**config.mk**
```make
export PLATFORM = sky130hd
export DESIGN_NAME = fsic_io_serdes_tx_lane
export DESIGN_NICKNAME = d
export VERILOG_FILES = /design/src/rtl/fsic_io_serdes_pkg.sv /design/src/rtl/fsic_sync_fifo.sv /design/src/rtl/fsic_io_serdes_tx_lane.sv
export SDC_FILE = /design/constraint.sdc
export NUM_CORES = 1
export LEC_CHECK = 0
export BUFFER_PORTS_ARGS = -buffer_cell sky130_fd_sc_hd__buf_2
export CELL_PAD_IN_SITES_DETAIL_PLACEMENT = 0
export CELL_PAD_IN_SITES_GLOBAL_PLACEMENT = 1
export CORE_MARGIN = 3
export CORE_UTILIZATION = 51
export CTS_CLUSTER_DIAMETER = 100
export DETAILED_ROUTE_END_ITERATION = 16
export PLACE_DENSITY_LB_ADDON = 0.05
export SLEW_MARGIN = 20
export SYNTH_ARGS = -nofsm -noshare
export SYNTH_HDL_FRONTEND = slang
export SYNTH_SLANG_ARGS = --single-unit
```
**constraint.sdc**
```tcl
create_clock -name ioclk -period 5.5 [get_ports ioclk]
set_input_delay 0.825 -clock ioclk [delete_from_list [all_inputs] [get_ports ioclk]]
set_output_delay 0.825 -clock ioclk [all_outputs]
set_load 0.01 [all_outputs]
```
**src/rtl/fsic_io_serdes_pkg.sv**
```systemverilog
// Shared encodings for the FSIC IO serdes lanes (tx and the matching rx).
package fsic_io_serdes_pkg;

  typedef enum logic [1:0] {
    MODE_OFF   = 2'd0,
    MODE_TRAIN = 2'd1,
    MODE_DATA  = 2'd2,
    MODE_RSVD  = 2'd3
  } serdes_mode_e;

  typedef enum logic [1:0] {
    ST_OFF   = 2'd0,
    ST_TRAIN = 2'd1,
    ST_DATA  = 2'd2
  } serdes_state_e;

  // Reserved mode code behaves exactly like OFF.
  function automatic serdes_state_e mode_to_state(input logic [1:0] mode);
    case (serdes_mode_e'(mode))
      MODE_TRAIN: return ST_TRAIN;
      MODE_DATA:  return ST_DATA;
      default:    return ST_OFF;
    endcase
  endfunction

endpackage

```
**src/rtl/fsic_sync_fifo.sv**
```systemverilog
// Single-clock word FIFO with occupancy output; pointers carry one extra wrap bit.
module fsic_sync_fifo #(
  parameter int pWIDTH = 48,
  parameter int pDEPTH = 4
) (
  input  logic                       clk_i,
  input  logic                       rst_i,
  input  logic                       wr_en_i,
  input  logic [pWIDTH-1:0]          wr_data_i,
  input  logic                       rd_en_i,
  output logic [pWIDTH-1:0]          rd_data_o,
  output logic                       full_o,
  output logic                       empty_o,
  output logic [$clog2(pDEPTH):0]    level_o
);

  localparam int AW = $clog2(pDEPTH);
  localparam logic [AW:0] FULL_LVL = (AW+1)'(pDEPTH);

  logic [pWIDTH-1:0] mem_q [pDEPTH];
  logic [AW:0]       wr_ptr_q, wr_ptr_d;
  logic [AW:0]       rd_ptr_q, rd_ptr_d;
  logic              push, pop;

  assign level_o   = wr_ptr_q - rd_ptr_q;
  assign full_o    = (level_o == FULL_LVL);
  assign empty_o   = (wr_ptr_q == rd_ptr_q);
  assign push      = wr_en_i && !full_o;
  assign pop       = rd_en_i && !empty_o;
  assign rd_data_o = mem_q[rd_ptr_q[AW-1:0]];

  // Pointer advance on accepted push/pop.
  always_comb begin
    wr_ptr_d = wr_ptr_q;
    rd_ptr_d = rd_ptr_q;
    if (push) wr_ptr_d = wr_ptr_q + 1'b1;
    if (pop)  rd_ptr_d = rd_ptr_q + 1'b1;
  end

  // Pointer registers; reset empties the FIFO.
  always_ff @(posedge clk_i) begin
    if (rst_i) begin
      wr_ptr_q <= '0;
      rd_ptr_q <= '0;
    end else begin
      wr_ptr_q <= wr_ptr_d;
      rd_ptr_q <= rd_ptr_d;
    end
  end

  // Storage write; contents need no reset since pointers gate visibility.
  always_ff @(posedge clk_i) begin
    if (push) mem_q[wr_ptr_q[AW-1:0]] <= wr_data_i;
  end

endmodule

```
**src/rtl/fsic_io_serdes_tx_lane.sv**
```systemverilog
// FSIC IO serdes transmit lane: buffers parallel words and shifts them out
// over pLANES lanes, pCLK_RATIO ioclk phases per word.
//
// state    | meaning
// ST_OFF   | lanes idle low, serial clock gated, phase held at 0
// ST_TRAIN | training word (1 on phase 0, else 0) on every lane
// ST_DATA  | FIFO words sent; all-zero idle word when FIFO is empty
module fsic_io_serdes_tx_lane #(
  parameter int pWORD_WIDTH  = 48,
  parameter int pCLK_RATIO   = 4,
  parameter int pFIFO_DEPTH  = 4,
  localparam int pLANES      = pWORD_WIDTH / pCLK_RATIO
) (
  input  logic                          ioclk,
  input  logic                          io_rst,
  input  logic [1:0]                    cfg_mode,
  input  logic [pWORD_WIDTH-1:0]        in_word,
  input  logic                          in_valid,
  output logic                          in_ready,
  output logic [pLANES-1:0]             tx_lanes,
  output logic                          tx_clk_en,
  output logic                          frame_sync,
  output logic [$clog2(pFIFO_DEPTH):0]  fifo_level,
  output logic [15:0]                   words_sent
);

  import fsic_io_serdes_pkg::*;

  localparam int PW = $clog2(pCLK_RATIO);
  localparam logic [PW-1:0] LAST_PHASE = PW'(pCLK_RATIO - 1);

  function automatic logic [pWORD_WIDTH-1:0] train_word();
    logic [pWORD_WIDTH-1:0] w;
    w = '0;
    for (int i = 0; i < pWORD_WIDTH; i++) w[i] = ((i % pCLK_RATIO) == 0);
    return w;
  endfunction

  localparam logic [pWORD_WIDTH-1:0] TRAIN_WORD = train_word();

  serdes_state_e            state_q, state_d, req_state;
  logic [PW-1:0]            phase_q, phase_d;
  logic [pWORD_WIDTH-1:0]   word_buf_q, word_buf_d;
  logic [15:0]              words_sent_q, words_sent_d;
  logic                     load, pop;
  logic                     fifo_full, fifo_empty;
  logic [pWORD_WIDTH-1:0]   fifo_head;

  // Ready is forced low while reset is held so nothing is accepted then.
  assign in_ready   = !fifo_full && !io_rst;
  assign tx_clk_en  = (state_q != ST_OFF);
  assign frame_sync = (state_q != ST_OFF) && (phase_q == '0);
  assign words_sent = words_sent_q;
  assign req_state  = mode_to_state(cfg_mode);

  fsic_sync_fifo #(
    .pWIDTH (pWORD_WIDTH),
    .pDEPTH (pFIFO_DEPTH)
  ) u_fifo (
    .clk_i     (ioclk),
    .rst_i     (io_rst),
    .wr_en_i   (in_valid && in_ready),
    .wr_data_i (in_word),
    .rd_en_i   (pop),
    .rd_data_o (fifo_head),
    .full_o    (fifo_full),
    .empty_o   (fifo_empty),
    .level_o   (fifo_level)
  );

  // Lane j carries bit j*pCLK_RATIO+phase of the word being shifted.
  always_comb begin
    tx_lanes = '0;
    for (int j = 0; j < pLANES; j++) tx_lanes[j] = word_buf_q[j*pCLK_RATIO + int'(phase_q)];
  end

  // Next state, phase and word load; loads only at word boundaries (or leaving OFF),
  // and the loaded content is chosen by the state being entered.
  always_comb begin
    state_d      = state_q;
    phase_d      = phase_q;
    word_buf_d   = word_buf_q;
    words_sent_d = words_sent_q;
    load         = 1'b0;
    pop          = 1'b0;
    if (state_q == ST_OFF) begin
      phase_d = '0;
      load    = (req_state != ST_OFF);
    end else begin
      phase_d = (phase_q == LAST_PHASE) ? '0 : phase_q + 1'b1;
      load    = (phase_q == LAST_PHASE);
    end
    if (load) begin
      state_d = req_state;
      case (req_state)
        ST_DATA: begin
          if (!fifo_empty) begin
            word_buf_d   = fifo_head;
            pop          = 1'b1;
            words_sent_d = words_sent_q + 16'd1;
          end else begin
            word_buf_d = '0;
          end
        end
        ST_TRAIN: word_buf_d = TRAIN_WORD;
        default:  word_buf_d = '0;
      endcase
    end
  end

  // State, phase, word buffer and sent-word counter registers.
  always_ff @(posedge ioclk) begin
    if (io_rst) begin
      state_q      <= ST_OFF;
      phase_q      <= '0;
      word_buf_q   <= '0;
      words_sent_q <= '0;
    end else begin
      state_q      <= state_d;
      phase_q      <= phase_d;
      word_buf_q   <= word_buf_d;
      words_sent_q <= words_sent_d;
    end
  end

endmodule

```
==> flow_summary.json <==
{
  "timing.critical_path.arrival_ns": 2.25,
  "power.internal_mw": 3.61,
  "reg2reg_slack_ns": 2.47,
  "final_nets": 759,
  "post-dp-hpwl_um": 11900,
  "hold_start": "word_buf_q[39]",
  "required_ns": 4.68,
  "tightest_slew_ns": 1.08,
  "worstPathBufferInverterCount": 2,
  "postSynthAreaPerCell_um2": 17.2,
  "switching_power_uw": 933,
  "maxCapViolCount": 0,
  "first_global_vias": 5907,
  "drt_pass_1_iters": 6,
  "antenna_found_initial": 0,
  "period_minus_slack_ns": 3.08,
  "synth_fp_nets": 668,
  "postSynthRegisterBits": 268,
  "clk_latency_ns": 0.52,
  "layout-drive-gt1-share_pct": 30.8,
  "critical_path.top_delay_family": "adder cells",
  "cts_hold_repair.buffers": 0,
  "swShare_pct": 20.5,
  "inserted_diodes": 0,
  "layout.cells.most_common": "sky130_fd_sc_hd__edfxtp_1",
  "fp.dieH_um": 148,
  "min_path_cells": 2,
  "regToRegStartpoint": "u_fifo.wr_ptr_q[0]",
  "min_path_type": "flip-flop to flip-flop",
  "placeableCoreArea_mm2": 0.0197,
  "area_overhead_vs_synth_pct": 16.6,
  "cts_tree": "built",
  "p_per_area_mw_per_mm2": 377,
  "netlist.top_cell.by_area": "sky130_fd_sc_hd__edfxtp_1",
  "setup_total_negative_slack_ns": 0,
  "setup_repair_after_global_routing_missed_its_margin": "false",
  "die_w_um": 148,
  "worstSetupPathType": "flip-flop to primary output",
  "design.portCount": 87,
  "synthesis.instances": 601,
  "slowest_delay_ns": 0.38,
  "ir_worst_vdd_mv": 0.308,
  "library_cell_appearing_most_often_on_the_critical_path": "sky130_fd_sc_hd__nor2_1",
  "htree_levels": 1,
  "timing.critical_path.slowest_stage_cell": "sky130_fd_sc_hd__fa_1",
  "cts.clk_slew.worst_paths_ns": 0.06,
  "syn_area_mm2": 0.0103,
  "fp-row-count": 51,
  "route.detailed.drc": 0,
  "port-buffer-count": 86,
  "mostFrequentLayoutCells": "sky130_fd_sc_hd__edfxtp_1, sky130_fd_sc_hd__buf_2, sky130_fd_sc_hd__dfxtp_1",
  "dieArea_mm2": 0.0220,
  "dp_cells": 926,
  "clock.fmax_ghz": 0.325,
  "pwr-share-seq_pct": 49.6,
  "netlist_top_cells_area": "sky130_fd_sc_hd__edfxtp_1, sky130_fd_sc_hd__dfxtp_1, sky130_fd_sc_hd__mux4_2",
  "grt_max_degree": 78,
  "critical_path_cell_list": "inv_1 -> ha_1 -> fa_1 -> xnor3_1 -> nor2_1 -> nor2_1 -> buf_2",
  "ctsResizeCount": 0,
  "globalRouteOverflowTotal": 0,
  "floorplan.initialDensity_pct": 52.5,
  "power.static_leakage_nw": 4.12,
  "track_usage_pct": 18.4,
  "post-route-period-util_pct": 55.9,
  "timing.reg2reg.worst_path_depth": 7,
  "clock_tree.root_cell": "sky130_fd_sc_hd__clkbuf_16",
  "finalHoldViolCount": 0,
  "detailroute.via_count": 5675,
  "synthDominantCellAreaShare_pct": 55.7,
  "setup_viol_count_final": 0,
  "drv_slew": 0,
  "slew-limit-headroom_pct": 28.0,
  "critPathMaxFanout": 4,
  "yosysWarnings": 0,
  "routabilityCongestion": 0.791,
  "post_synth_num_cell_types": 47,
  "post-cts-setup-buffers": 0,
  "drt-total-wl_um": 20000,
  "hold_ep": "word_buf_q[39]",
  "hold_ws_ns": 0.453,
  "via_per_inst": 5.80,
  "critPathLaunch": "u_fifo.wr_ptr_q[0]",
  "rr_endpoint": "u_fifo.mem_q[3][19]",
  "clock_power_share_pct": 44.0,
  "startpoint_type": "flip-flop",
  "cts.sinks": 268,
  "comb_power_share_pct": 6.4,
  "number_of_cts_inserted_buffers": 28,
  "layout.cells.non_filler": 979,
  "grt_first_pass_wirelength_um": 31800,
  "critical_path.endpoint_type": "primary output",
  "synth_seq_area_share_pct": 70.4,
  "timing.clock.skew_ns": 0.00600,
  "run_status": "completed",
  "cts-root-to-sink-buffers": 3,
  "drt_iter0_drc": 434,
  "wl_per_cell_um": 20.4,
  "detail-route-antenna-nets": 0
}
[per-stage QoR]
step / area [um^2] / setup slack, ns / utilization (%) / power [mW]
2_1_floorplan: 10300 / 1.61 / - / 2.48
3_3_place_gp: 11000 / 2.15 / 55.9 / 2.58
3_5_place_dp: 11000 / 2.09 / 56.0 / 2.59
4_1_cts: 12000 / 2.40 / 61.1 / 4.60
5_1_grt: 12100 / 2.27 / 61.2 / 4.71
6_report: 12100 / 2.42 / 61.2 / 4.55
[synthesized netlist by cell type (all sizes together)]
cell type	number
a21oi	19
o21ai	3
a222oi	12
and2	3
and4	3
ha	13
mux4	60
nand2b	1
edfxtp	192
or4	13
xor2	3
nor3	1
o21bai	2
nor2	62
o31ai	12
nor3b	1
nand4	2
xnor3	1
or3	3
or3b	1
o2111a	1
or2b	1
mux2	1
buf	16
nor2b	3
o21ba	1
inv	18
o2111ai	2
mux2i	3
dfxtp	76
a22oi	35
fa	1
nand2	10
nand3	5
xnor2	1
dlygate4sd3	1
clkbuf	19
[final cells by class]
class                      instances  area [um^2]
clock buffer                      35          768
fill                            1463         7650
inverter                          18         67.6
multi-input combinational        279         2840
tap                              265          332
sequential                       268         7290
clock inverter                    17          240
timing repair buffer              97          533
[power by group through the flow]
stage          sequential [mW]  combinational, mW  clock [mW]
2_1_floorplan             2.29              0.193           0
3_3_place_gp              2.30              0.276           0
5_1_grt                   2.26              0.318        2.13
6_report                  2.25              0.290        2.00
3_5_place_dp              2.31              0.284           0
4_1_cts                   2.26              0.284        2.05
[logic make-up (layout without fill, tap and decap cells)]
kind of cell | count (synthesis) | after routing | share of synthesized area [%]
flip-flops | 268 | 268 | 70.4
AND/OR/NAND/NOR | 109 | 109 | 5.17
AO/OA/AOI/OAI | 87 | 87 | 6.25
multiplexers | 64 | 64 | 13.5
buffers and inverters | 54 | 167 | 2.31
adder cells (fa/ha/maj) | 14 | 14 | 1.77
XOR/XNOR | 5 | 5 | 0.629
[sequential cells by signal, summed over array words and instances (netlist names), named ones only]
name             cells
phase_q              2
state_q              2
u_fifo.mem_q       192
u_fifo.rd_ptr_q      3
u_fifo.wr_ptr_q      3
word_buf_q          48
words_sent          16
[how the worst max path moves through the flow]
stage,to,slack [ns],cells after the start
after floorplan,u_fifo.mem_q[3][0],1.61,6
after global placement,u_fifo.mem_q[3][23],2.15,6
after detailed placement,u_fifo.mem_q[3][36],2.09,6
after CTS,u_fifo.mem_q[3][19],2.40,7
after global routing,word_buf_q[12],2.27,6
final,in_ready,2.42,7
[layer usage]
layer / track usage [%] / vias up / wire length [um]
met1: 24.9 / 2910 / 8380
met2: 31.6 / 153 / 10100
li1: - / 2578 / -
met4: 4.25 / 0 / 440
met3: 3.23 / 34 / 1070
met5: 0 / - / 0
[worst min-delay path: stages, from the launching register on]
cell and delay [ns]:
sky130_fd_sc_hd__dfxtp_1 0.31, sky130_fd_sc_hd__nand2_1 0.05, sky130_fd_sc_hd__a21oi_1 0.05
Note: power is estimated with default switching activity, not from simulation.
